### src/rtl/adder_struct_pkg.sv
// Shared constants for the structural carry-lookahead adder.
// The operand width must stay a multiple of the lookahead group size.
package adder_struct_pkg;

   localparam int ADDER_WIDTH = 32;
   localparam int GRP_SIZE    = 4;

endpackage : adder_struct_pkg

### src/rtl/adder_struct_cla4_block.sv
// 4-bit carry-lookahead group: expands the in-group carries from bit-level
// propagate/generate and exports group propagate/generate for the
// second-level lookahead in the top.
module cla4_block
   import adder_struct_pkg::*;
(
   input  logic [GRP_SIZE-1:0] p_i,
   input  logic [GRP_SIZE-1:0] g_i,
   input  logic                c_i,
   output logic [GRP_SIZE-1:0] s_o,
   output logic                pg_o,
   output logic                gg_o
);

   logic [GRP_SIZE-1:0] c;

   // Flattened in-group carries: each carry is a sum of products, no chain.
   always_comb begin
      c[0] = c_i;
      c[1] = g_i[0] | (p_i[0] & c_i);
      c[2] = g_i[1] | (p_i[1] & g_i[0]) | (p_i[1] & p_i[0] & c_i);
      c[3] = g_i[2] | (p_i[2] & g_i[1]) | (p_i[2] & p_i[1] & g_i[0])
           | (p_i[2] & p_i[1] & p_i[0] & c_i);
   end

   assign s_o  = p_i ^ c;
   assign pg_o = &p_i;
   assign gg_o = g_i[3] | (p_i[3] & g_i[2]) | (p_i[3] & p_i[2] & g_i[1])
               | (p_i[3] & p_i[2] & p_i[1] & g_i[0]);

endmodule : cla4_block

### src/rtl/adder_struct.sv
// Two-level carry-lookahead adder: S = A + B + Cin, with per-bit propagate
// (A^B) and generate (A&B) exported for reuse as the ALU XOR/AND results.
// Compile-time option ADDER_OUT_REG_EN adds a one-cycle output register
// with asynchronous active-high reset; otherwise the block is combinational.
module adder_struct
   import adder_struct_pkg::*;
#(
   parameter int WIDTH = ADDER_WIDTH
)(
   input  logic             CLOCK,
   input  logic             RESET,
   input  logic [WIDTH-1:0] A,
   input  logic [WIDTH-1:0] B,
   input  logic             Cin,
   output logic [WIDTH-1:0] S,
   output logic [WIDTH-1:0] P,
   output logic [WIDTH-1:0] G,
   output logic             Cout,
   output logic             OVF
);

   localparam int NGRP = WIDTH / GRP_SIZE;

   logic [WIDTH-1:0] p_w;
   logic [WIDTH-1:0] g_w;
   logic [WIDTH-1:0] s_d;
   logic [NGRP-1:0]  pg_w;
   logic [NGRP-1:0]  gg_w;
   logic [NGRP:0]    cg_w;
   logic             c_msb_w;
   logic             cout_d;
   logic             ovf_d;

   assign p_w = A ^ B;
   assign g_w = A & B;

   for (genvar gi = 0; gi < NGRP; gi++) begin : g_grp
      cla4_block u_grp (
         .p_i  (p_w[gi*GRP_SIZE +: GRP_SIZE]),
         .g_i  (g_w[gi*GRP_SIZE +: GRP_SIZE]),
         .c_i  (cg_w[gi]),
         .s_o  (s_d[gi*GRP_SIZE +: GRP_SIZE]),
         .pg_o (pg_w[gi]),
         .gg_o (gg_w[gi])
      );
   end

   // Second-level lookahead: each group carry is an OR of products of group
   // generate/propagate terms and Cin, so no group waits on its neighbour.
   always_comb begin : group_lookahead
      logic term;
      logic carry;
      term    = 1'b0;
      carry   = 1'b0;
      cg_w    = '0;
      cg_w[0] = Cin;
      for (int j = 1; j <= NGRP; j++) begin
         carry = 1'b0;
         for (int k = 0; k < j; k++) begin
            term = gg_w[k];
            for (int m = k + 1; m < j; m++) begin
               term = term & pg_w[m];
            end
            carry = carry | term;
         end
         term = Cin;
         for (int m = 0; m < j; m++) begin
            term = term & pg_w[m];
         end
         cg_w[j] = carry | term;
      end
   end

   // Since S = p ^ c bitwise, the carry into the MSB is recovered as S ^ p.
   assign c_msb_w = s_d[WIDTH-1] ^ p_w[WIDTH-1];
   assign cout_d  = cg_w[NGRP];
   assign ovf_d   = c_msb_w ^ cout_d;

`ifdef ADDER_OUT_REG_EN
   logic [WIDTH-1:0] s_q;
   logic [WIDTH-1:0] p_q;
   logic [WIDTH-1:0] g_q;
   logic             cout_q;
   logic             ovf_q;

   // Output register: captures every cycle, async reset discards in-flight data.
   // NOTE: sequential state uses non-blocking assignments so all flops update
   // together at the edge; the async reset sits in the sensitivity list.
   always_ff @(posedge CLOCK or posedge RESET) begin
      if (RESET) begin
         s_q    <= '0;
         p_q    <= '0;
         g_q    <= '0;
         cout_q <= 1'b0;
         ovf_q  <= 1'b0;
      end else begin
         s_q    <= s_d;
         p_q    <= p_w;
         g_q    <= g_w;
         cout_q <= cout_d;
         ovf_q  <= ovf_d;
      end
   end

   assign S    = s_q;
   assign P    = p_q;
   assign G    = g_q;
   assign Cout = cout_q;
   assign OVF  = ovf_q;
`else
   // Clock and reset have no function in the combinational build.
   logic unused_clock_reset;
   assign unused_clock_reset = CLOCK ^ RESET;

   assign S    = s_d;
   assign P    = p_w;
   assign G    = g_w;
   assign Cout = cout_d;
   assign OVF  = ovf_d;
`endif

endmodule : adder_struct

### config.mk
export PLATFORM = sky130hd
export DESIGN_NAME = adder_struct
export DESIGN_NICKNAME = d
export VERILOG_FILES = /design/src/rtl/adder_struct_pkg.sv /design/src/rtl/adder_struct_cla4_block.sv /design/src/rtl/adder_struct.sv
export SDC_FILE = /design/constraint.sdc
export NUM_CORES = 1
export LEC_CHECK = 0
export CAP_MARGIN = 10
export CORE_MARGIN = 5
export CORE_UTILIZATION = 30
export DETAILED_ROUTE_END_ITERATION = 8
export PLACE_DENSITY_LB_ADDON = 0.08
export SETUP_SLACK_MARGIN = 0.02
export SYNTH_ARGS = -nofsm -noshare
export SYNTH_HDL_FRONTEND = slang
export SYNTH_HIERARCHICAL = 1
export SYNTH_SLANG_ARGS = --single-unit
### constraint.sdc
create_clock -name vclk -period 5.37
set_input_delay 1.074 -clock vclk [all_inputs]
set_output_delay 1.074 -clock vclk [all_outputs]
set_load 0.005 [all_outputs]
# ---- Word-level counts from Yosys, hierarchy flattened
# Index checks and enable logic that the tools add are counted.
dict set report op_classes {
  n_bitwise 268
  n_reduce_logical 8
}
# op count
set op_table {}
lappend op_table {{$and 1x1->1} 148}
lappend op_table {{$or 1x1->1} 108}
lappend op_table {{$and 32x32->32} 1}
lappend op_table {{$reduce_and 4->1} 8}
lappend op_table {{$xor 32x32->32} 1}
lappend op_table {{$xor 4x4->4} 8}
lappend op_table {{$xor 1x1->1} 2}
dict set report totals {
  ff_bits 0
  input_bits 67
  output_inout_bits 98
  wordCells 276
}

# ---- Longest topological paths before layout
dict set report depth {
  depth_word 23
  ltp_mapped 13
  ltp_nobuf 13
}

# ---- Cells and area by module
# Netlist, hierarchy kept.
# mod n_inst cells_per_inst area_per_inst_um2 seq_area_each_um2
set by_module_without_submodules {}
lappend by_module_without_submodules {cla4_block 8 14 101.3 0.0}
lappend by_module_without_submodules {adder_struct 1 50 528.0 0.0}

# ---- Least setup slack after synthesis
# No wires, ideal clock.
dict set report synth_timing {
  path_type {input-to-output}
  from {input port A[6]}
  to {output port OVF}
  arrival_ns 3.246
  required_ns 4.296
  setup_slack_ns 1.050
  cell_stages 13
  path_buffers 0
  cell_sequence {ha_1 -> a21oi_1 -> nand2_1 -> a21o_1 -> a21o_1 -> a21oi_2 -> a31oi_1 -> or2_2 -> nand4_1 -> nand3_1 -> xor2_1 -> xnor2_1 -> xnor2_1}
}
dict set report synth_between {
  elab_chain_cells 22
  elab_cells_between_ends 51
  cone_classes {bitwise (50); reduce/logical (1)}
}
# item line
set synth_lines {}
lappend synth_lines {{start: declaration} adder_struct.sv:12} ;# input logic [WIDTH-1:0] A,
lappend synth_lines {{$and 32x32->32 or $xor 32x32->32 (tied branches)} {adder_struct.sv:35, adder_struct.sv:34}}
lappend synth_lines {{$and 1x1->1, on equally long branches} {adder_struct_cla4_block.sv:28, adder_struct_cla4_block.sv:29}}
lappend synth_lines {{$or 1x1->1, or another cell as far along} adder_struct_cla4_block.sv:28} ;# assign gg_o = g_i[3] | (p_i[3] & g_i[2]) | (p_i[3] & p_i[2] & g_i[1])
lappend synth_lines {{$or 1x1->1 or $and 1x1->1 (tied branches)} {adder_struct_cla4_block.sv:28, adder_struct_cla4_block.sv:29}}
lappend synth_lines {{$or 1x1->1 *} adder_struct_cla4_block.sv:29} ;# | (p_i[3] & p_i[2] & p_i[1] & g_i[0]);
lappend synth_lines {{net gg_w[1]} adder_struct.sv:28} ;# logic [NGRP-1:0] gg_w;
lappend synth_lines {{$and 1x1->1 * (5 in series)} adder_struct.sv:62} ;# term = term & pg_w[m];
lappend synth_lines {{$or 1x1->1 * (6 in series)} adder_struct.sv:64} ;# carry = carry | term;
lappend synth_lines {{$or 1x1->1 *} adder_struct.sv:70} ;# cg_w[j] = carry | term;
lappend synth_lines {{net cg_w[7]} adder_struct.sv:29} ;# logic [NGRP:0] cg_w;
lappend synth_lines {{$and 1x1->1 *} adder_struct_cla4_block.sv:23} ;# | (p_i[2] & p_i[1] & p_i[0] & c_i);
lappend synth_lines {{$or 1x1->1 *} adder_struct_cla4_block.sv:23}
lappend synth_lines {{$xor 4x4->4 *} adder_struct_cla4_block.sv:26} ;# assign s_o = p_i ^ c;
lappend synth_lines {{net S[31]} adder_struct.sv:15} ;# output logic [WIDTH-1:0] S,
lappend synth_lines {{$xor 1x1->1 *} adder_struct.sv:75} ;# assign c_msb_w = s_d[WIDTH-1] ^ p_w[WIDTH-1];
lappend synth_lines {{$xor 1x1->1 *} adder_struct.sv:77} ;# assign ovf_d = c_msb_w ^ cout_d;
lappend synth_lines {{end: declaration} adder_struct.sv:19} ;# output logic OVF
# Mark *: on every way through the listed nets, which the timed path passes. The rest lies on a longest branch.

# ---- Final worst setup path
dict set report layout_timing {
  from {input port A[18]}
  to {output port S[30]}
}
dict set report layout_between {
  elab_cells_between_ends 38
  cone_classes {bitwise (37); reduce/logical (1)}
}
# item line
set layout_lines {}
lappend layout_lines {{$and 32x32->32 or $xor 32x32->32 (tied branches)} {adder_struct.sv:35, adder_struct.sv:34}}
lappend layout_lines {{$and 1x1->1, on equally long branches} {adder_struct_cla4_block.sv:28, adder_struct_cla4_block.sv:29}}
lappend layout_lines {{$or 1x1->1, or another cell as far along} adder_struct_cla4_block.sv:28}
lappend layout_lines {{$or 1x1->1 or $and 1x1->1 (tied branches)} {adder_struct_cla4_block.sv:28, adder_struct_cla4_block.sv:29}}
lappend layout_lines {{$or 1x1->1 *} adder_struct_cla4_block.sv:29}
lappend layout_lines {{net gg_w[4]} adder_struct.sv:28}
lappend layout_lines {{$and 1x1->1 * (2 in series)} adder_struct.sv:62}
lappend layout_lines {{$or 1x1->1 * (3 in series)} adder_struct.sv:64}
lappend layout_lines {{$or 1x1->1 *} adder_struct.sv:70}
lappend layout_lines {{net cg_w[7]} adder_struct.sv:29}
lappend layout_lines {{$and 1x1->1 *} adder_struct_cla4_block.sv:21} ;# c[2] = g_i[1] | (p_i[1] & g_i[0]) | (p_i[1] & p_i[0] & c_i);
lappend layout_lines {{$or 1x1->1 *} adder_struct_cla4_block.sv:21}
lappend layout_lines {{$xor 4x4->4 *} adder_struct_cla4_block.sv:26}
lappend layout_lines {{end: declaration} adder_struct.sv:15}
# Marked as above.

==> results.cfg <==
[sta]
worstMarginPinSlew_ns = 0.221
final-max-slew-violation-count = 0
fmax_ghz = 0.192
fin_tns_setup_ns = 0
worst_slack_ns = 0.175
holdWs_ns = 3.11
rsz0062_at_grt = false
hold_viol_final = 0
finalCritPeriodShare_pct = 96.7
finalSetupViolations = 0
finalCriticalPeriod_ns = 5.20
relSlewSlack_pct = 85.3

[logic_synthesis]
synth.most_common_cell = ha_1
ys_seq_area_share_pct = 0
ys_top_cells_by_area = ha_1 (37%), a21o_1 (12%), xnor2_1 (12%), and4_2 (6.0%), nand3_1 (6.0%)
synth_top_area_share_pct = 37.4
yosys_warnings = 6
synth_top_area_cell = ha_1
syn-num-nets = 269
synth_area_um2 = 1340
synth_cell_type_count = 17
synth_cells = 162
synthTopCellsByCount = ha_1 (40), a21o_1 (21), xnor2_1 (18)
avgSynthCellArea_um2 = 8.26

[global_routing]
grt_max_degree = 7
antenna_found_initial = 0
grt_overflow = 0
grt_pass1_vias = 1927
grt_pass1_wl_um = 9070
grtUsageTotal_pct = 17.5

[placement]
dp_hpwl_um = 5070
io_buffers = 163
gp_congestion = 0.796
post-place-ws_ns = 0.0525

[die]
initial_utilization_pct = 30.7
io_pins = 165
die-area_um2 = 5900
die_w_um = 76.8
core_area_um2 = 4350
die_height_um = 76.8
num_rows = 24

[critical_path]
endpoint_kind = primary output
cp_max_fo = 5
required_ns = 4.30
critPathKind = in2out
arrival_ns = 4.12
critPathLaunchType = primary input

[drt]
first_pass_iters = 4
vias_per_cell = 5.02
drc = 0
drt_iter0_drc = 38
vias = 1949
detail-route-antenna-nets = 0
wl_per_cell_um = 14.5
finalWirelength_um = 5620

[power_and_ir_drop]
power_density_nw_per_um2 = 143
combPwrFrac_pct = 100.0
switching_share_pct = 36.0
p_leak_nw = 1.43
p_int_mw = 0.288
p_switching_mw = 0.162
ir_drop_uv = 77.6
seq_power_share_pct = 0
power_frac_clock_pct = 0
total_power_mw = 0.450

[min_path]
hp-class = in2out

[final_layout]
n_clock_buffer = 0
design.seq.count = 0
antenna_cells = 0
drive_gt1_share_pct = 11.3
synthToLayoutAreaGrowth_pct = 135
nFillCells = 366
fin_nets = 445
seq_area_um2 = 0

[status]
outcome = finished, final reports clean

[clocking]
ctsHoldBuffers = 0
postCtsSetupRepairBufs = 0

[run]
maxCapViolCount = 0
-- power groups by stage --
| stage | sequential [mW] | combinational [mW] | clock (mW) |
|---|---|---|---|
| 2_1_floorplan | 0 | 0.176 | 0 |
| 3_3_place_gp | 0 | 0.447 | 0 |
| 3_5_place_dp | 0 | 0.452 | 0 |
| 4_1_cts | 0 | 0.455 | 0 |
| 5_1_grt | 0 | 0.492 | 0 |
| 6_report | 0 | 0.450 | 0 |
-- metrics by stage --
stage	util [%]	instance area [µm²]	cells
global placement	71.6	3120	388
finish	72.4	3150	388
global route	72.4	3150	388
detailed placement	71.6	3120	388
floorplan	-	1340	162
CTS	71.6	3120	388
-- cell usage in the layout, fill, tap and decap left out, types with 2 or more instances in the layout --
master,netlist,layout
buf_4,0,11
a21oi_2,9,12
a21o_1,21,21
dlymetal6s2s_1,0,2
xnor2_1,18,18
nand4_1,9,9
clkdlybuf4s50_1,0,161
xor2_1,8,8
a21oi_1,8,5
nand2_1,9,8
and4_2,8,8
or2_2,2,2
nor2_1,9,9
ha_1,40,38
nand3_1,16,16
-- layer usage --
metal	track usage (%)	routed length [µm]
met1	19.7	2140
met2	33.4	2850
met3	4.80	559
met4	1.57	63
met5	0	0
-- worst max-delay path, stage by stage --
cell and delay [ns]:
clkdlybuf4s50_1 0.41, ha_1 0.36, a21oi_1 0.18, nand2_1 0.08
a21o_1 0.20, o21a_1 0.16, o21ai_0 0.16, a31oi_1 0.07
or2_2 0.30, buf_4 0.15, a21o_1 0.18, a21oi_2 0.14
xnor2_1 0.12, clkdlybuf4s50_1 0.52
-- cell type report --
type                       instances  area, µm²  area share [%]
tap                               52       65.1            2.06
multi-input combinational        162       1370            43.4
timing repair buffer             174       1720            54.5
-- cells by family (layout without fill, tap and decap cells) --
group	Yosys count	count (layout)	share of synthesized area [%]
simple gates	53	53	22.1
buf+inv	0	174	0
compound gates	43	43	23.5
xor+xnor	26	26	17.0
fa+ha+maj	40	40	37.4
-- path summary, 6_finish.rpt --
kind   from  endpoint  cells past startpoint
max   A[18]     S[30]                     14
min   B[26]     S[26]                      4
-- repair_timing --
| action | CTS | global route |
|---|---|---|
| endpoints found under the setup margin | 0 | 6 |
| endpoints found under the hold margin | 0 | 0 |
| resized for setup | 0 | 8 |
Note: power is estimated with default switching activity, not from simulation.
